File: config.mk
export PLATFORM = sky130hd
export DESIGN_NAME = serial_write_queue
export DESIGN_NICKNAME = d
export VERILOG_FILES = /design/src/rtl/serial_write_queue.sv
export SDC_FILE = /design/constraint.sdc
export NUM_CORES = 1
export LEC_CHECK = 0
export ABC_CLOCK_PERIOD_IN_PS = 2800
export CORE_MARGIN = 5
export CORE_UTILIZATION = 55
export CTS_BUF_LIST = sky130_fd_sc_hd__clkbuf_4 sky130_fd_sc_hd__clkbuf_8
export DETAILED_ROUTE_END_ITERATION = 10
export PLACE_DENSITY = 0.77
export REMOVE_ABC_BUFFERS = 1
export SYNTH_ARGS = -nofsm -noshare
export SYNTH_HDL_FRONTEND = slang
export SYNTH_SLANG_ARGS = --single-unit
File: constraint.sdc
create_clock -name sys_clk -period 2.8 [get_ports sys_clk]
set_input_delay 0.56 -clock sys_clk [delete_from_list [all_inputs] [get_ports sys_clk]]
set_output_delay 0.56 -clock sys_clk [all_outputs]
set_load 0.005 [all_outputs]
File: src/rtl/serial_write_queue.sv
// Queued serial write buffer: parallel words enter a FIFO and leave one bit per
// write_sig strobe, back-to-back with no idle bit between consecutive words.
module serial_write_queue #(
   parameter int   WORD_SIZE  = 8,
   parameter int   FIFO_DEPTH = 4,
   parameter bit   MSB_FIRST  = 1'b1,
   parameter logic IDLE_LEVEL = 1'b1,
   localparam int  CW         = $clog2(FIFO_DEPTH + 1)
) (
   input  logic                 sys_clk,
   input  logic                 rst,
   input  logic                 push,
   input  logic [WORD_SIZE-1:0] data_in,
   output logic                 full,
   output logic                 empty,
   output logic [CW-1:0]        count,
   input  logic                 write_sig,
   output logic                 data_out,
   output logic                 busy,
   output logic                 word_done,
   output logic                 underrun,
   input  logic                 clr_underrun
);

   localparam int AW = $clog2(FIFO_DEPTH);
   localparam int BW = $clog2(WORD_SIZE);

   localparam logic [0:0] ST_IDLE  = 1'b0;
   localparam logic [0:0] ST_SHIFT = 1'b1;

   logic [WORD_SIZE-1:0] mem_q [FIFO_DEPTH];
   logic [AW:0]          wrPtr_q, rdPtr_q, used;
   logic [0:0]           state_q, state_d;
   logic [WORD_SIZE-1:0] shift_q, shift_d;
   logic [BW-1:0]        bitCnt_q, bitCnt_d;
   logic                 dataOut_q, dataOut_d;
   logic                 wordDone_q, wordDone_d;
   logic                 underrun_q, underrun_d;
   logic                 doPush, doPop, lastBit, strobeLast;
   logic [WORD_SIZE-1:0] headWord;

   // Pointers carry one extra wrap bit so full and empty are distinguishable.
   assign used     = wrPtr_q - rdPtr_q;
   assign empty    = (wrPtr_q == rdPtr_q);
   assign full     = (wrPtr_q[AW] != rdPtr_q[AW]) && (wrPtr_q[AW-1:0] == rdPtr_q[AW-1:0]);
   assign count    = used;
   assign headWord = mem_q[rdPtr_q[AW-1:0]];

   assign doPush     = push && !full;
   assign lastBit    = (bitCnt_q == BW'(WORD_SIZE - 1));
   assign strobeLast = (state_q == ST_SHIFT) && write_sig && lastBit;
   assign doPop      = !empty && ((state_q == ST_IDLE) || strobeLast);

   always_comb begin
      state_d  = state_q;
      shift_d  = shift_q;
      bitCnt_d = bitCnt_q;
      case (state_q)
         ST_IDLE: begin
            if (!empty) begin
               shift_d  = headWord;
               bitCnt_d = '0;
               state_d  = ST_SHIFT;
            end
         end
         ST_SHIFT: begin
            if (write_sig) begin
               if (lastBit) begin
                  bitCnt_d = '0;
                  if (!empty) shift_d = headWord;
                  else        state_d = ST_IDLE;
               end else begin
                  bitCnt_d = bitCnt_q + 1'b1;
                  shift_d  = MSB_FIRST ? {shift_q[WORD_SIZE-2:0], 1'b0}
                                       : {1'b0, shift_q[WORD_SIZE-1:1]};
               end
            end
         end
         default: state_d = ST_IDLE;
      endcase

      // The output bit is computed from the next shifter value so data_out is a flop.
      if (state_d == ST_SHIFT) dataOut_d = MSB_FIRST ? shift_d[WORD_SIZE-1] : shift_d[0];
      else                     dataOut_d = IDLE_LEVEL;

      wordDone_d = strobeLast;
      if (clr_underrun) underrun_d = 1'b0;
      else              underrun_d = underrun_q || (write_sig && (state_q == ST_IDLE));
   end

   always_ff @(posedge sys_clk) begin
      if (doPush) mem_q[wrPtr_q[AW-1:0]] <= data_in;
   end

   always_ff @(posedge sys_clk or negedge rst) begin
      if (!rst) begin
         wrPtr_q    <= '0;
         rdPtr_q    <= '0;
         state_q    <= ST_IDLE;
         shift_q    <= '0;
         bitCnt_q   <= '0;
         dataOut_q  <= IDLE_LEVEL;
         wordDone_q <= 1'b0;
         underrun_q <= 1'b0;
      end else begin
         if (doPush) wrPtr_q <= wrPtr_q + 1'b1;
         if (doPop)  rdPtr_q <= rdPtr_q + 1'b1;
         state_q    <= state_d;
         shift_q    <= shift_d;
         bitCnt_q   <= bitCnt_d;
         dataOut_q  <= dataOut_d;
         wordDone_q <= wordDone_d;
         underrun_q <= underrun_d;
      end
   end

   assign data_out  = dataOut_q;
   assign busy      = (state_q == ST_SHIFT);
   assign word_done = wordDone_q;
   assign underrun  = underrun_q;

endmodule

==> run_results.csv <==
group,metric,value,unit
worst_hold_path,min_path_type,"reg2reg",
setup_path,crit_required,2.24,ns
floorplan,die-area,5771,um2
power_and_ir_drop,p_clk_frac,0.150,
layout,layout_commonest_cell,"edfxtp_1",
clocking,root_buffer,"clkbuf_8",
synthesis,asyncSetResetFlopFracSynth,0.3962,
setup_path,crit_buf_inv,2,
floorplan,num_rows,24,
clocking,tritoncts,"built",
clocking,cts.clk_slew.worst_paths,0.10,ns
detailed_routing,drt_iter0_markers,105,
clocking,clk-insertion-delay-late,0.31,ns
synthesis,ys_ff_latch,53,
clocking,cts_inserted_buffers,5,
global_routing,antenna_found_initial,0,
sta,finClkSkew,0.01175,ns
power_and_ir_drop,vdd_drop_max,0.6216,mV
synthesis,yosys.area_share.adder,0.05541,
status,status,"complete, no violations",
power_and_ir_drop,p_leak,1.062,nW
layout,final_core_utilization,0.6474,
detailed_routing,vias,1439,
synthesis,synth_edf_count,32,
detailed_routing,drc,0,
place,placed_area,2689,um2
run,cap_violations,0,
power_and_ir_drop,internal_power,1.862,mW
synthesis,muxShareOfSynthArea,0.09305,
sta,setup_viol,0,
detailed_routing,drtPass1Iterations,4,
place,gp_congestion,0.8177,
sta,clock.fmax,374.7,MHz
sta,fin_crit,2.669,ns
sta,finalCritPeriodShare,0.9532,
global_routing,grt_pass1_wl,7300,um
layout,syn2layout_area_growth,16.15,%
power_and_ir_drop,switching_share,0.3503,
floorplan,num_io_pins,22,
power_and_ir_drop,p_sw,1.004,mW
setup_path,worstSetupPathType,"reg2out",
setup_path,crit_arrival,2.11,ns
power_and_ir_drop,pwr-share-comb,0.434,
floorplan,fp.dieW,75.97,um
detailed_routing,vias_per_cell,5.898,
sta,hold_ws,0.5222,ns
detailed_routing,ant_nets,0,
power_and_ir_drop,seqPwrFrac,0.416,
synthesis,synth_ff_type,"edfxtp_1",
layout,drive_gt1_frac,0.1563,
setup_path,slowest_stage,"clkdlybuf4s50_1",
detailed_routing,wl_per_cell,17.83,um
sta,rsz0062_at_grt,"no",
synthesis,synth-xor-area-share,0.03189,
setup_path,cp_cell_sequence,"inv_1, ha_1, fa_1, xnor2_1, clkdlybuf4s50_1",
sta,finalHoldViolations,0,
layout,num-fill-cells,304,
setup_path,cp-end-kind,"primary output",
setup_path,max_stage_delay,0.52,ns
place,portBuffers,21,
sta,slew_viol_final,0,
sta,fin_setup_tns,0,ns
synthesis,yosysSeqAreaShare,0.6215,
global_routing,track_usage,0.1582,
global_routing,grt_pass1_vias,1523,
floorplan,die_h,75.97,um
sta,slew_headroom,0.6196,
synthesis,yosys_warnings,0,
place,hpwlAfterDp,3057,um
synthesis,synth_area_per_cell,14.59,um2
synthesis,synth_compound_area_frac,0.1009,
clocking,cts_sinks,53,
clocking,h-tree-depth,2,
power_and_ir_drop,p_total,2.866,mW
clocking,clk_path_buf_depth,2,
synthesis,synth.distinct_cells,36,
clocking,hold_buffers,0,
floorplan,core,4294,um2
global_routing,gr-total-overflow,0,
sta,tightestPinTransition,0.5694,ns
layout,fin_area,2780,um2
layout,final_nets,214,
synthesis,synth_top_family_by_area,"compound AO/OA/AOI/OAI gates",
setup_path,crit_family,"buffers and inverters",
clocking,cts-resized-gates,0,
synthesis,synth_simple_gate_area_share,0.06796,
layout,num_antenna_cells,0,
detailed_routing,wl,4351,um
floorplan,initial_core_util,0.5574,
synthesis,syn_inst,164,
synthesis,synth.cell_area,2394,um2
global_routing,grt_max_degree,22,
setup_path,start_kind,"flop",
layout,final_cell_mix,"edfxtp_1 (32), clkdlybuf4s50_1 (21), dfrtp_1 (20), o211ai_1 (11), inv_1 (10)",
setup_path,path_max_fanout,4,
power_and_ir_drop,powerDensity,1031,nW/um2
clocking,cts_setup_buffers,0,
Yosys cell counts, types with 2 or more instances:
master / count / area, um2
nand2_1: 8 / 30.03
o211ai_1: 11 / 82.58
mux2_1: 2 / 22.52
nor2_1: 3 / 11.26
inv_1: 10 / 37.54
dfrtp_1: 20 / 500.5
xnor2_1: 4 / 35.03
clkbuf_1: 5 / 18.77
edfxtp_1: 32 / 960.9
o21ai_0: 2 / 10.01
mux2i_1: 2 / 20.02
mux4_2: 8 / 180.2
a21oi_1: 9 / 45.04
o221ai_1: 2 / 17.52
ha_1: 9 / 112.6
buf_2: 2 / 10.01
and2_1: 4 / 25.02
nand4_1: 5 / 31.28
nor2b_1: 8 / 50.05
o22ai_1: 2 / 12.51
layout make-up:
| cell class | instances | area [um2] | share of cell area |
|---|---|---|---|
| timing repair buffer | 28 | 262.8 | 0.09451 |
| inverter | 10 | 37.54 | 0.01350 |
| clock inverter | 1 | 7.507 | 0.002700 |
| clock buffer | 7 | 83.83 | 0.03015 |
| sequential | 53 | 1488 | 0.5351 |
| multi-input combinational | 93 | 835.8 | 0.3006 |
| tap | 52 | 65.06 | 0.02340 |
cell families (layout without fill, tap and decap cells):
logic type / after synthesis / in the layout
compound gates: 34 / 34
xor+xnor: 7 / 7
fa+ha+maj: 10 / 10
buf+inv: 18 / 46
flops: 53 / 53
mux: 12 / 12
simple gates: 30 / 30
metal layers:
layer	up-vias	GRT usage	part of all wire
li1	669	-	-
met1	718	0.2014	0.42
met2	46	0.2560	0.51
met3	6	0.04137	0.060
met4	0	0.06584	0.014
met5	-	0	0
path summary, 6_finish.rpt:
path	from	endpoint	slack (ns)	cells past startpoint
max in group asynchronous	rst	data_out	1.94	2
worst max-delay path	wrPtr_q[0]	count[2]	0.13	5
min in group asynchronous	rst	shift_q[6]	0.59	2
worst max register to register	wrPtr_q[0]	mem_q[1][4]	0.55	6
worst min-delay path	shift_q[0]	shift_q[0]	0.52	1
worst min register to register	shift_q[0]	shift_q[0]	0.52	1
stage by stage:
step | instances | setup slack (ns)
finish | 244 | 0.1310
global route | 244 | 0.01856
CTS | 244 | 0.1212
floorplan | 156 | 0.6312
detailed placement | 236 | 0.4649
global placement | 236 | 0.5395
power groups by stage:
stage	logic (mW)	registers, mW	clock network (mW)
final	1.24	1.19	0.431
after global routing	1.36	1.21	0.473
after CTS	1.26	1.19	0.438
after detailed placement	1.25	1.21	0
after global placement	1.21	1.19	0
after floorplan	0.717	1.22	0
worst register-to-register path: stages, from the launching register on:
cell,delay [ns]
dfrtp_1,0.39
inv_1,0.11
ha_1,0.34
and2_1,0.19
buf_4,0.17
a21boi_2,0.25
and2_1,0.46
registers in the layout (all words and copies together) (netlist names):
| signal | cells |
|---|---|
| mem_q | 32 |
| data_out | 1 |
| word_done | 1 |
| shift_q | 8 |
| rdPtr_q | 3 |
| wrPtr_q | 3 |
| busy | 1 |
| bitCnt_q | 3 |
| underrun | 1 |
Power figures use the tool's default switching activity.
